File: src/rtl/alu_arbiter_if.sv
// rtl/alu_arbiter_if.sv - request, shared-ALU and response signal bundle for alu_arbiter
interface alu_arbiter_if #(
    parameter int BW = 16
);
    logic                 req0_valid;
    logic                 req0_ready;
    logic signed [BW-1:0] req0_a;
    logic signed [BW-1:0] req0_b;
    logic [3:0]           req0_opcode;
    logic                 req1_valid;
    logic                 req1_ready;
    logic signed [BW-1:0] req1_a;
    logic signed [BW-1:0] req1_b;
    logic [3:0]           req1_opcode;
    logic signed [BW-1:0] alu_in_a;
    logic signed [BW-1:0] alu_in_b;
    logic [3:0]           alu_opcode;
    logic signed [BW-1:0] alu_out;
    logic [2:0]           alu_flags;
    logic                 rsp_valid;
    logic                 rsp_ready;
    logic                 rsp_id;
    logic signed [BW-1:0] rsp_out;
    logic [2:0]           rsp_flags;
    logic [15:0]          perf_cnt0;
    logic [15:0]          perf_cnt1;

    modport slave (
        input  req0_valid, req0_a, req0_b, req0_opcode,
        input  req1_valid, req1_a, req1_b, req1_opcode,
        input  alu_out, alu_flags, rsp_ready,
        output req0_ready, req1_ready,
        output alu_in_a, alu_in_b, alu_opcode,
        output rsp_valid, rsp_id, rsp_out, rsp_flags,
        output perf_cnt0, perf_cnt1
    );

    modport master (
        output req0_valid, req0_a, req0_b, req0_opcode,
        output req1_valid, req1_a, req1_b, req1_opcode,
        output alu_out, alu_flags, rsp_ready,
        input  req0_ready, req1_ready,
        input  alu_in_a, alu_in_b, alu_opcode,
        input  rsp_valid, rsp_id, rsp_out, rsp_flags,
        input  perf_cnt0, perf_cnt1
    );
endinterface

File: src/rtl/alu_arbiter.sv
// rtl/alu_arbiter.sv - round-robin arbiter sharing one ALU between two requesters
// Optional per-requester completion counters are built when ALU_ARB_PERF_EN is defined.
module alu_arbiter #(
    parameter int BW = 16
) (
    input  logic          clk,
    input  logic          rst,
    alu_arbiter_if.slave  bus
);
    typedef enum logic [1:0] {IDLE, EXEC, RESP} state_t;

    state_t               r_state;
    logic                 r_prio;
    logic                 r_id;
    logic signed [BW-1:0] r_a;
    logic signed [BW-1:0] r_b;
    logic [3:0]           r_op;
    logic signed [BW-1:0] r_rsp_out;
    logic [2:0]           r_rsp_flags;

    logic w_grant;
    logic w_accept;
    logic w_rsp_done;

    // r_prio names the requester that wins when both are valid
    assign w_grant    = (bus.req0_valid && bus.req1_valid) ? r_prio : bus.req1_valid;
    assign w_accept   = (r_state == IDLE) && !rst && (bus.req0_valid || bus.req1_valid);
    assign w_rsp_done = (r_state == RESP) && !rst && bus.rsp_ready;

    assign bus.req0_ready = w_accept && !w_grant;
    assign bus.req1_ready = w_accept && w_grant;
    assign bus.rsp_valid  = (r_state == RESP) && !rst;
    assign bus.rsp_id     = r_id;
    assign bus.rsp_out    = r_rsp_out;
    assign bus.rsp_flags  = r_rsp_flags;
    assign bus.alu_in_a   = r_a;
    assign bus.alu_in_b   = r_b;
    assign bus.alu_opcode = r_op;

    always_ff @(posedge clk) begin
        if (rst) begin
            r_state     <= IDLE;
            r_prio      <= 1'b0;
            r_id        <= 1'b0;
            r_a         <= '0;
            r_b         <= '0;
            r_op        <= '0;
            r_rsp_out   <= '0;
            r_rsp_flags <= '0;
        end else begin
            case (r_state)
                IDLE: begin
                    if (w_accept) begin
                        r_a     <= w_grant ? bus.req1_a : bus.req0_a;
                        r_b     <= w_grant ? bus.req1_b : bus.req0_b;
                        r_op    <= w_grant ? bus.req1_opcode : bus.req0_opcode;
                        r_id    <= w_grant;
                        r_state <= EXEC;
                    end
                end
                EXEC: begin
                    r_rsp_out   <= bus.alu_out;
                    r_rsp_flags <= bus.alu_flags;
                    r_state     <= RESP;
                end
                RESP: begin
                    if (w_rsp_done) begin
                        r_prio  <= ~r_id;
                        r_state <= IDLE;
                    end
                end
                default: r_state <= IDLE;
            endcase
        end
    end

`ifdef ALU_ARB_PERF_EN
    logic [15:0] r_perf0;
    logic [15:0] r_perf1;

    always_ff @(posedge clk) begin
        if (rst) begin
            r_perf0 <= '0;
            r_perf1 <= '0;
        end else if (w_rsp_done) begin
            if (!r_id && r_perf0 != 16'hFFFF) r_perf0 <= r_perf0 + 16'd1;
            if (r_id && r_perf1 != 16'hFFFF)  r_perf1 <= r_perf1 + 16'd1;
        end
    end

    assign bus.perf_cnt0 = r_perf0;
    assign bus.perf_cnt1 = r_perf1;
`else
    assign bus.perf_cnt0 = 16'h0000;
    assign bus.perf_cnt1 = 16'h0000;
`endif
endmodule

File: src/flat_wrapper.sv
// flat-port wrapper written by rule: the top's interface ports become plain ports
module alu_arbiter_flat 
#(
    parameter int BW = 16
)
  (clk, rst, bus_req0_valid, bus_req0_a, bus_req0_b, bus_req0_opcode, bus_req1_valid, bus_req1_a, bus_req1_b, bus_req1_opcode, bus_alu_out, bus_alu_flags, bus_rsp_ready, bus_req0_ready, bus_req1_ready, bus_alu_in_a, bus_alu_in_b, bus_alu_opcode, bus_rsp_valid, bus_rsp_id, bus_rsp_out, bus_rsp_flags, bus_perf_cnt0, bus_perf_cnt1);
  alu_arbiter_if #(.BW(BW)) bus_i ();
  input  logic clk;
  input  logic rst;
  input wire logic [$bits(bus_i.req0_valid)-1:0] bus_req0_valid;
  input wire logic [$bits(bus_i.req0_a)-1:0] bus_req0_a;
  input wire logic [$bits(bus_i.req0_b)-1:0] bus_req0_b;
  input wire logic [$bits(bus_i.req0_opcode)-1:0] bus_req0_opcode;
  input wire logic [$bits(bus_i.req1_valid)-1:0] bus_req1_valid;
  input wire logic [$bits(bus_i.req1_a)-1:0] bus_req1_a;
  input wire logic [$bits(bus_i.req1_b)-1:0] bus_req1_b;
  input wire logic [$bits(bus_i.req1_opcode)-1:0] bus_req1_opcode;
  input wire logic [$bits(bus_i.alu_out)-1:0] bus_alu_out;
  input wire logic [$bits(bus_i.alu_flags)-1:0] bus_alu_flags;
  input wire logic [$bits(bus_i.rsp_ready)-1:0] bus_rsp_ready;
  output wire logic [$bits(bus_i.req0_ready)-1:0] bus_req0_ready;
  output wire logic [$bits(bus_i.req1_ready)-1:0] bus_req1_ready;
  output wire logic [$bits(bus_i.alu_in_a)-1:0] bus_alu_in_a;
  output wire logic [$bits(bus_i.alu_in_b)-1:0] bus_alu_in_b;
  output wire logic [$bits(bus_i.alu_opcode)-1:0] bus_alu_opcode;
  output wire logic [$bits(bus_i.rsp_valid)-1:0] bus_rsp_valid;
  output wire logic [$bits(bus_i.rsp_id)-1:0] bus_rsp_id;
  output wire logic [$bits(bus_i.rsp_out)-1:0] bus_rsp_out;
  output wire logic [$bits(bus_i.rsp_flags)-1:0] bus_rsp_flags;
  output wire logic [$bits(bus_i.perf_cnt0)-1:0] bus_perf_cnt0;
  output wire logic [$bits(bus_i.perf_cnt1)-1:0] bus_perf_cnt1;
  assign bus_i.req0_valid = bus_req0_valid;
  assign bus_i.req0_a = bus_req0_a;
  assign bus_i.req0_b = bus_req0_b;
  assign bus_i.req0_opcode = bus_req0_opcode;
  assign bus_i.req1_valid = bus_req1_valid;
  assign bus_i.req1_a = bus_req1_a;
  assign bus_i.req1_b = bus_req1_b;
  assign bus_i.req1_opcode = bus_req1_opcode;
  assign bus_i.alu_out = bus_alu_out;
  assign bus_i.alu_flags = bus_alu_flags;
  assign bus_i.rsp_ready = bus_rsp_ready;
  assign bus_req0_ready = bus_i.req0_ready;
  assign bus_req1_ready = bus_i.req1_ready;
  assign bus_alu_in_a = bus_i.alu_in_a;
  assign bus_alu_in_b = bus_i.alu_in_b;
  assign bus_alu_opcode = bus_i.alu_opcode;
  assign bus_rsp_valid = bus_i.rsp_valid;
  assign bus_rsp_id = bus_i.rsp_id;
  assign bus_rsp_out = bus_i.rsp_out;
  assign bus_rsp_flags = bus_i.rsp_flags;
  assign bus_perf_cnt0 = bus_i.perf_cnt0;
  assign bus_perf_cnt1 = bus_i.perf_cnt1;
  alu_arbiter #(.BW(BW)) u_core (.clk(clk), .rst(rst), .bus(bus_i));
endmodule
File: config.mk
export PLATFORM = sky130hd
export DESIGN_NAME = alu_arbiter_flat
export DESIGN_NICKNAME = d
export VERILOG_FILES = /design/src/rtl/alu_arbiter_if.sv /design/src/rtl/alu_arbiter.sv /design/src/flat_wrapper.sv
export SDC_FILE = /design/constraint.sdc
export NUM_CORES = 1
export LEC_CHECK = 0
export ABC_CLOCK_PERIOD_IN_PS = 1250
export BUFFER_PORTS_ARGS = -buffer_cell sky130_fd_sc_hd__buf_2
export CAP_MARGIN = 20
export CORE_MARGIN = 3
export CORE_UTILIZATION = 38
export CTS_BUF_LIST = sky130_fd_sc_hd__clkbuf_16
export DETAILED_ROUTE_END_ITERATION = 16
export GPL_TIMING_DRIVEN = 0
export PLACE_DENSITY = 0.88
export RECOVER_POWER = 50
export SETUP_SLACK_MARGIN = 0.4
export SYNTH_ARGS = -nofsm -noshare
export SYNTH_HDL_FRONTEND = slang
export SYNTH_SLANG_ARGS = --single-unit
File: constraint.sdc
create_clock -name clk -period 1.25 [get_ports clk]
set_input_delay 0.25 -clock clk [delete_from_list [all_inputs] [get_ports clk]]
set_output_delay 0.25 -clock clk [all_outputs]
set_load 0.005 [all_outputs]
Word level (Yosys, flattened, before mapping)
Index checks and enable logic that the tools add are counted.

operators by class
  equality and inequality tests = 4
  muxes and demuxes = 7
  bitwise gates (word level) = 1
  reductions and logical operators = 14

operators with widths
  operator            number
  $mux 16             2
  $logic_and 1x1->1   7
  $pmux 2 s3          1
  $reduce_and 2->1    3
  $mux 2              2
  $mux 4              1
  $ne 2x1->1 const B  2
  $eq 2x1->1 const B  1
  $eq 2x2->1 const B  1
  $logic_not 1->1     2
  $logic_not 2->1     1
  $logic_or 1x1->1    1
  $mux 1              1
  $not 1->1           1

storage, ports and cells
  flip-flop bits (word level) = 59
  input port bits = 96

Depth between registers and ports, before layout
Gate-level depths: netlist of run 1.

  depth in word-level cells = 5
  mapped depth = 6

Worst setup path before layout of run 1
Ideal clock, no wire load.

  path type = register to register
  start = reg u_core.r_state[0]
  end = reg u_core.r_b[10] (netlist: u_core.bus.alu_in_b[10])
  data arrival time = 1.223 ns
  data required time = 1.128 ns
  setup slack = -0.095 ns
  stages on the path, launching flop included = 6
  path buffers = 2
  period minus slack after synthesis = 1.345 ns
  cells stage by stage = dfxtp_1 -> nor3_1 -> and3_1 -> buf_4 -> buf_6 -> a221o_1

between the ends
  cells in the longest elaborated chain, start to end = 4

RTL lines
  item                                   RTL line                              source
  start: declaration                     alu_arbiter.sv:12                     state_t r_state;
  start signal: assignment               alu_arbiter.sv:42                     r_state <= IDLE;
  start signal: assignment               alu_arbiter.sv:58                     r_state <= EXEC;
  start signal: assignment               alu_arbiter.sv:64                     r_state <= RESP;
  $logic_not 2->1 (*)                    alu_arbiter.sv:27, alu_arbiter.sv:51
  $logic_and 1x1->1 (2 in series)        alu_arbiter.sv:27                     assign w_accept = (r_state == IDLE) && !rst && (bus.req0_valid || bus.req1_valid);
  $reduce_and 2->1 (no source line) (*)  --
  end signal: assignment                 alu_arbiter.sv:55                     r_b <= w_grant ? bus.req1_b : bus.req0_b;
  end: declaration                       alu_arbiter.sv:16                     logic signed [BW-1:0] r_b;

Every way passes the cells marked *; elsewhere a longest branch is shown, timed or not.
A chain may end at the register's enable or synchronous reset.

Worst setup path in the final report of run 1
  start = reg u_core.r_state[1]
  end = out bus_req1_ready

between the ends
  cells in the longest elaborated chain, start to end = 4

RTL lines
  item                             RTL line            source
  $logic_not 2->1                  alu_arbiter.sv:27
  $logic_and 1x1->1 (2 in series)  alu_arbiter.sv:27
  $logic_and 1x1->1                alu_arbiter.sv:31   assign bus.req1_ready = w_accept && w_grant;
  end: declaration                 flat_wrapper.sv:22  output wire logic [$bits(bus_i.req1_ready)-1:0] bus_req1_ready;

No other way between the ends.

==> metrics.md, run 1 <==
| Metric | Value |
|---|---|
| Status | `finished, violations left` |
| Failing checks | `setup timing` |
| GPL Wtd Cong | `0.794` |
| Main synth FF type | `dfxtp_1` |
| Final slew viol count | `0` |
| Largest net degree at the start of global routing | `11` |
| CTS clk-pin slew, worst paths | `0.05 ns` |
| Die width | `91.9 um` |
| Switch Pwr | `1.58 mW` |
| Final min period | `1.73 ns` |
| Crit path capture type | `output pin` |
| Cells after synthesis | `304` |
| Area grow syn2layout | `67.6%` |
| Via/cell ratio | `4.92` |
| Worst slack, placed | `-0.351 ns` |
| Clock Latency Late Sink | `0.32 ns` |
| Startpoint types | `register` |
| DR pass1 iterations | `5` |
| Setup TNS | `-11.51 ns` |
| Switching share of power | `0.276` |
| Unrepaired setup endpoints after global routing | `yes` |
| Antenna violations before repair | `0` |
| Initial Util | `0.402` |
| Power share of the clock group | `0.377` |
| Overall power | `5.71 mW` |
| Reg power frac | `0.381` |
| Yosys top cell by area | `dfxtp_1` |
| Synthesized flop and latch total | `59` |
| Vias in the first global route | `3109` |
| Clock buffer depth | `2` |
| Max-cap violations | `0` |
| Buffers on Ports | `153` |
| Post-synth ARST share | `0` |
| Row cnt | `30` |
| CP Max Fanout | `2` |
| Gate power share | `0.242` |
| Top cells by area, synth | `dfxtp_1 42%, a221o_1 13%, nor3_2 11%, nand2_1 10%, buf_4 9.1%` |
| CP Cell Sequence | `or3_4, buf_6, nor3b_4, buf_2` |
| Total gr overflow | `0` |
| Pwr dens | `1220 nW/um^2` |
| Crit-path slowest cell | `or3_4` |
| # DRC | `0` |
| Inst Count DP | `584` |
| Clk_skew | `0.00830 ns` |
| DR iter-0 viols | `136` |
| DR WL/cell | `15.6 um` |
| Routed WL | `9.83 mm` |
| Slew headroom | `0.586` |
| Worst Hold Slack | `0.150 ns` |
| Kind of critical path | `register to output pin` |
| Clk root buf | `clkbuf_16` |
| # fillers | `549` |
| CTS HTree Levels | `3` |
| Post-Syn Area per Cell | `9.22 um^2` |
| Synth warnings | `0` |
| Final worst path period share | `1.38` |
| First-pass GRT wire length | `14.9 mm` |
| Internal power | `4.14 mW` |
| Final hold violations | `0` |
| Final WS setup | `-0.480 ns` |
| Die Y | `91.9 um` |
| CTS Buf Count | `9` |
| GRT Total Usage | `0.218` |
| Layout cells sized above 1 | `0.615` |
| Fmax | `0.578 GHz` |
| Dpl hpwl | `6.47 mm` |
| Final Core Density | `0.673` |
| Fin cells | `629` |
| Unique masters post-synth | `26` |
| Antenna Cells | `0` |
| Leak | `2.29 nW` |
| Routed Antenna Nets | `0` |
| DP Area | `3830 um^2` |
| I/O pin count | `187` |
| Worst Path Arrival | `1.48 ns` |
| Peak supply drop | `0.752 mV` |
| EDFF count, synth | `0` |
| Hold Crit Class | `primary input to register` |
| Final #Nets | `624` |
| Critical Path Max Stage Delay | `0.36 ns` |
| WP data required | `1.00 ns` |
| Worst slew pin tran | `0.621 ns` |
| Vias | `3094` |
| Post-Syn Area | `2800 um^2` |
| Die ar. | `8450 um^2` |
| CTS tree | `done` |
| Core Box Area | `6980 um^2` |
| Final setup vio count | `40` |
| Finished Cell Area | `4700 um^2` |
| Part of the Yosys area used for sequential elements | `0.421` |
| Share of the synthesized area in the top cell type | `0.421` |
| Clock Sink Count | `59` |
-- critical path, delay by kind of cell, from the launching register on --
kind                   cells  cell delay [ns]
buffers and inverters      2             0.29
and+or+nand+nor            2             0.55
DFF                        1             0.34
-- synth_stat cells (all sizes together) (2+ instances only) --
library cell and instances:
nand2 75, dfxtp 59, buf 51, nor3 37, a221o 36, a21oi 22, clkbuf 7, nor2 2
nor2b 2, nor3b 2
-- power by group through the flow --
stage	registers (mW)	logic, mW	clock network, mW
floorplan	2.19	0.583	0
global placement	2.18	1.01	0
detailed placement	2.18	1.03	0
CTS	2.18	1.25	2.20
global route	2.19	1.49	2.29
finish	2.18	1.38	2.16
-- placed cells by master, fill, tap and decap left out, types with 2 or more instances in the layout --
cell,count
nand2_2,9
a21oi_1,9
dfxtp_4,2
buf_2,133
clkinvlp_4,2
nor3_2,27
dfxtp_1,39
nor3_4,4
clkinv_1,2
nand2_1,65
conb_1,32
clkbuf_16,9
nor3_1,6
clkinv_2,2
a21oi_2,13
clkbuf_1,5
inv_1,2
buf_6,43
buf_8,5
a221o_1,36
nor2_1,2
buf_4,54
dfxtp_2,18
-- kinds of logic (layout without fill, tap and decap cells) --
| group | count (synthesis) | count (layout) | synth area share |
|---|---|---|---|
| buf+inv | 59 | 257 | 0.150 |
| compound gates | 59 | 59 | 0.173 |
| flops | 59 | 59 | 0.421 |
| mux | 1 | 1 | 0.00357 |
| simple gates | 125 | 125 | 0.251 |
| other cells | 1 | 32 | 0.00134 |
-- sequential cells by signal, indices dropped and copies added (netlist names) --
signal                 flops
u_core.bus.alu_in_a       16
u_core.bus.alu_in_b       16
u_core.bus.rsp_out        16
u_core.bus.alu_opcode      4
u_core.bus.rsp_flags       3
u_core.r_state             2
u_core.bus.rsp_id          1
u_core.r_prio              1
-- routing by layer --
layer / global-route usage / up-vias / routed length, um
li1: - / 1461 / -
met1: 0.237 / 1446 / 3570
met2: 0.398 / 175 / 5150
met3: 0.0779 / 12 / 1000
met4: 0.0569 / 0 / 104
met5: 0 / - / 0
-- worst paths after layout --
| check | startpoint | to | slack, ns | cells past startpoint |
|---|---|---|---|---|
| max reg2reg | u_core.r_state[1] | u_core.bus.alu_in_a[9] | -0.34 | 5 |
| max | u_core.r_state[1] | bus_req1_ready | -0.48 | 4 |
| min reg2reg | u_core.bus.rsp_out[0] | u_core.bus.rsp_out[0] | 0.45 | 2 |
| min | rst | u_core.bus.rsp_out[9] | 0.15 | 2 |
-- final cells by class --
| type | count | area (um^2) | area share |
|---|---|---|---|
| multi-input combinational | 217 | 1450 | 0.309 |
| sequential | 59 | 1210 | 0.258 |
| timing repair buffer | 182 | 1190 | 0.252 |
| buffer | 58 | 463 | 0.0985 |
| clock buffer | 9 | 225 | 0.0479 |
| tap | 96 | 120 | 0.0256 |
| clock inverter | 7 | 36.3 | 0.00772 |
| inverter | 1 | 3.75 | 0.000799 |
-- repair_timing --
item                       in CTS  in global routing
hold buffers                    0                  0
cloned                          2                  0
gates resized for setup        96                 40
setup buffers                  23                  4
pin swaps                       5                  6
setup endpoints to repair     117                118
Power figures use the tool's default switching activity.
==> run 2: changes to the inputs <==
--- a/config.mk
+++ b/config.mk
@@ -15,5 +15,5 @@
 export GPL_TIMING_DRIVEN = 0
 export PLACE_DENSITY = 0.88
-export RECOVER_POWER = 50
+export RECOVER_POWER = 100
 export SETUP_SLACK_MARGIN = 0.4
 export SYNTH_ARGS = -nofsm -noshare
==> constraint.sdc (replaced) <==
create_clock -name clk -period 1.25 [get_ports clk]
set_input_delay 0.375 -clock clk [delete_from_list [all_inputs] [get_ports clk]]
set_output_delay 0.375 -clock clk [all_outputs]
set_load 0.005 [all_outputs]
==> run 2 against run 1 <==
  * The run still ends with setup timing left
  * Utilization grew 9.4 points
  * Via count is 3.4% higher
  * Power increased by 7.3%
  * Cell count is 3.5% higher
  * Count of clock-buffer cells in the layout unchanged
  * Largest cell class unchanged
  * Highest routed layer unchanged
==> metrics.md, run 2 (synthesis gave the netlist of run 1 again) <==
| Metric | Value |
|---|---|
| Status | `finished, violations left` |
| Failing checks | `setup timing` |
| CTS HTree Levels | `3 (unchanged)` |
| Final worst path period share | `1.47 (+0.0809)` |
| Vias | `3199 (+3.4%)` |
| Area grow syn2layout | `91.0%` |
| Die width | `91.9 um (unchanged)` |
| Internal power | `4.39 mW (+6.2%)` |
| Switching share of power | `0.283 (+0.00723)` |
| Finished Cell Area | `5360 um^2 (+14%)` |
| Switch Pwr | `1.74 mW (+10%)` |
| R2R setup slack | `-0.57 ns (-0.23 ns)` |
| Hold Crit Class | `primary input to register` |
| Final #Nets | `646 (+3.5%)` |
| Buffers on Ports | `153 (unchanged)` |
| Clock buffer depth | `2 (unchanged)` |
| Pwr dens | `1140 nW/um^2 (-5.9%)` |
| Most common library cell in the layout ignoring fill and taps | `buf_2` |
| Row cnt | `30 (unchanged)` |
| I/O pin count | `187 (unchanged)` |
| CP Max Fanout | `3 (+1)` |
| # DRC | `0 (unchanged)` |
| DR pass1 iterations | `4 (-1)` |
| DR WL/cell | `16.4 um (+4.9%)` |
| CTS clk-pin slew, worst paths | `0.05 ns (about the same)` |
| Die ar. | `8450 um^2 (unchanged)` |
| Kind of critical path | `register to output pin` |
| CTS Buf Count | `9 (unchanged)` |
| Vias in the first global route | `3053 (-1.8%)` |
| Most frequent cells in the layout | `133 x buf_2, 64 x buf_4, 56 x nand2_1, 56 x dfxtp_2, 42 x buf_6` |
| CTS tree | `done` |
| Fin cells | `651 (+3.5%)` |
| Crit path capture type | `output pin` |
| Worst Path Arrival | `1.46 ns (-0.02 ns)` |
| Total gr overflow | `0 (unchanged)` |
| Routed WL | `10.7 mm (+8.5%)` |
| Initial Util | `0.402 (unchanged)` |
| # fillers | `469 (-15%)` |
| Largest net degree at the start of global routing | `11 (unchanged)` |
| Dpl hpwl | `6.30 mm (-2.7%)` |
| Critical Path Max Stage Delay | `0.36 ns (about the same)` |
| Antenna Cells | `0 (unchanged)` |
| Final min period | `1.83 ns (+0.101 ns)` |
| Startpoint types | `register` |
| Power share of the clock group | `0.353 (-0.024)` |
| CP Cell Sequence | `or3_4, buf_6, nor3b_4, buf_2` |
| WP data required | `0.88 ns (-0.12 ns)` |
| Leak | `2.67 nW (+17%)` |
| Final setup vio count | `60 (+50%)` |
| Slew headroom | `0.554 (-0.0320)` |
| Routed Antenna Nets | `0 (unchanged)` |
| Antenna violations before repair | `0 (unchanged)` |
| First-pass GRT wire length | `14.9 mm (+0.46%)` |
| GPL Wtd Cong | `0.787 (-0.89%)` |
| Clk root buf | `clkbuf_16` |
| Fmax | `0.546 GHz (-5.5%)` |
| Peak supply drop | `0.697 mV (-7.3%)` |
| Reg power frac | `0.359 (-0.022)` |
| Final WS setup | `-0.582 ns (-0.101 ns)` |
| Crit-path slowest cell | `or3_4` |
| Clock Sink Count | `59 (unchanged)` |
| DR iter-0 viols | `130 (-4.4%)` |
| Hold-fix buffers, CTS | `0 (unchanged)` |
| Inst Count DP | `584 (unchanged)` |
| Layout cells sized above 1 | `0.732 (+0.116)` |
| Core Box Area | `6980 um^2 (unchanged)` |
| Die Y | `91.9 um (unchanged)` |
| Worst slew pin tran | `0.669 ns (+0.0480 ns)` |
| Unrepaired setup endpoints after global routing | `yes` |
| GRT Total Usage | `0.221 (+0.00270)` |
| Clock Latency Late Sink | `0.32 ns (about the same)` |
| Max-cap violations | `0 (unchanged)` |
| Gate power share | `0.288 (+0.046)` |
| Via/cell ratio | `4.91 (-0.10%)` |
| Clk_skew | `0.00595 ns (-0.00234 ns)` |
| Final slew viol count | `0 (unchanged)` |
| Final hold violations | `0 (unchanged)` |
| DP Area | `3830 um^2 (about the same)` |
## run 2: changes by cell type in the layout (fill, tap and decap cells not counted), sizes merged
cell	before	now
clkinvlp	2	1
bufbuf	0	1
clkinv	4	6
buf	235	254
inv	2	1
clkbuf	14	16
## run 2: routing by layer
| metal | wire (um) | global-route usage |
|---|---|---|
| met5 | 0 | 0 |
| met4 | 184 | 0.0458 |
| met3 | 685 | 0.0574 |
| met2 | 5830 | 0.404 |
| met1 | 3970 | 0.258 |
## run 2: area by class of cell
type	instances	area [um^2]	share of cell area
Multi-Input combinational cell	217	1710	0.318
Inverter	1	3.75	0.000701
Timing Repair Buffer	204	1520	0.284
Clock inverter	7	35.0	0.00654
Buffer	58	487	0.0909
Sequential cell	59	1260	0.235
Clock buffer	9	225	0.0420
Tap cell	96	120	0.0224
## run 2: repair_timing
item	CTS	global route
endpoints found under the setup margin	117	118
cloned	6	0
setup buffers	32	13
gates resized for setup	127	76
pin swaps	43	20
## run 2: worst max-delay path, delay by kind of cell (launching register included)
kind	cells	cell delay, ns
DFF	1	0.34
buffers and inverters	2	0.27
and+or+nand+nor	2	0.53
## run 2: power groups by stage
| stage | Combinational, mW | Sequential [mW] | Clock (mW) |
|---|---|---|---|
| after global routing | 1.88 | 2.22 | 2.29 |
| after detailed placement | 1.03 | 2.18 | 0 |
| after CTS | 1.49 | 2.18 | 2.17 |
| after floorplan | 0.584 | 2.19 | 0 |
| final | 1.76 | 2.20 | 2.17 |
| after global placement | 1.00 | 2.17 | 0 |
## run 2: stage by stage
| step | total power, mW | hold slack (ns) | setup slack [ns] | TNS, ns | utilization |
|---|---|---|---|---|---|
| 6_report | 6.13 | 0.260 | -0.582 | -25.77 | 0.767 |
| 4_1_cts | 5.84 | 0.245 | -0.585 | -18.52 | 0.702 |
| 3_5_place_dp | 3.21 | 0.447 | -0.523 | -17.43 | 0.549 |
| 3_3_place_gp | 3.18 | 0.438 | -0.464 | -15.78 | 0.549 |
| 5_1_grt | 6.38 | 0.262 | -0.631 | -29.12 | 0.767 |
| 2_1_floorplan | 2.78 | 0.449 | -0.252 | -5.49 | - |
## run 2: path summary, 6_finish.rpt
kind	end	start	cells past startpoint
worst max-delay path	bus_req1_ready	u_core.r_state[1]	4
worst min-delay path	u_core.bus.rsp_out[9]	rst	2
worst max register to register	u_core.bus.alu_in_a[13]	u_core.r_state[1]	7
worst min register to register	u_core.bus.rsp_flags[2]	u_core.bus.rsp_flags[2]	2
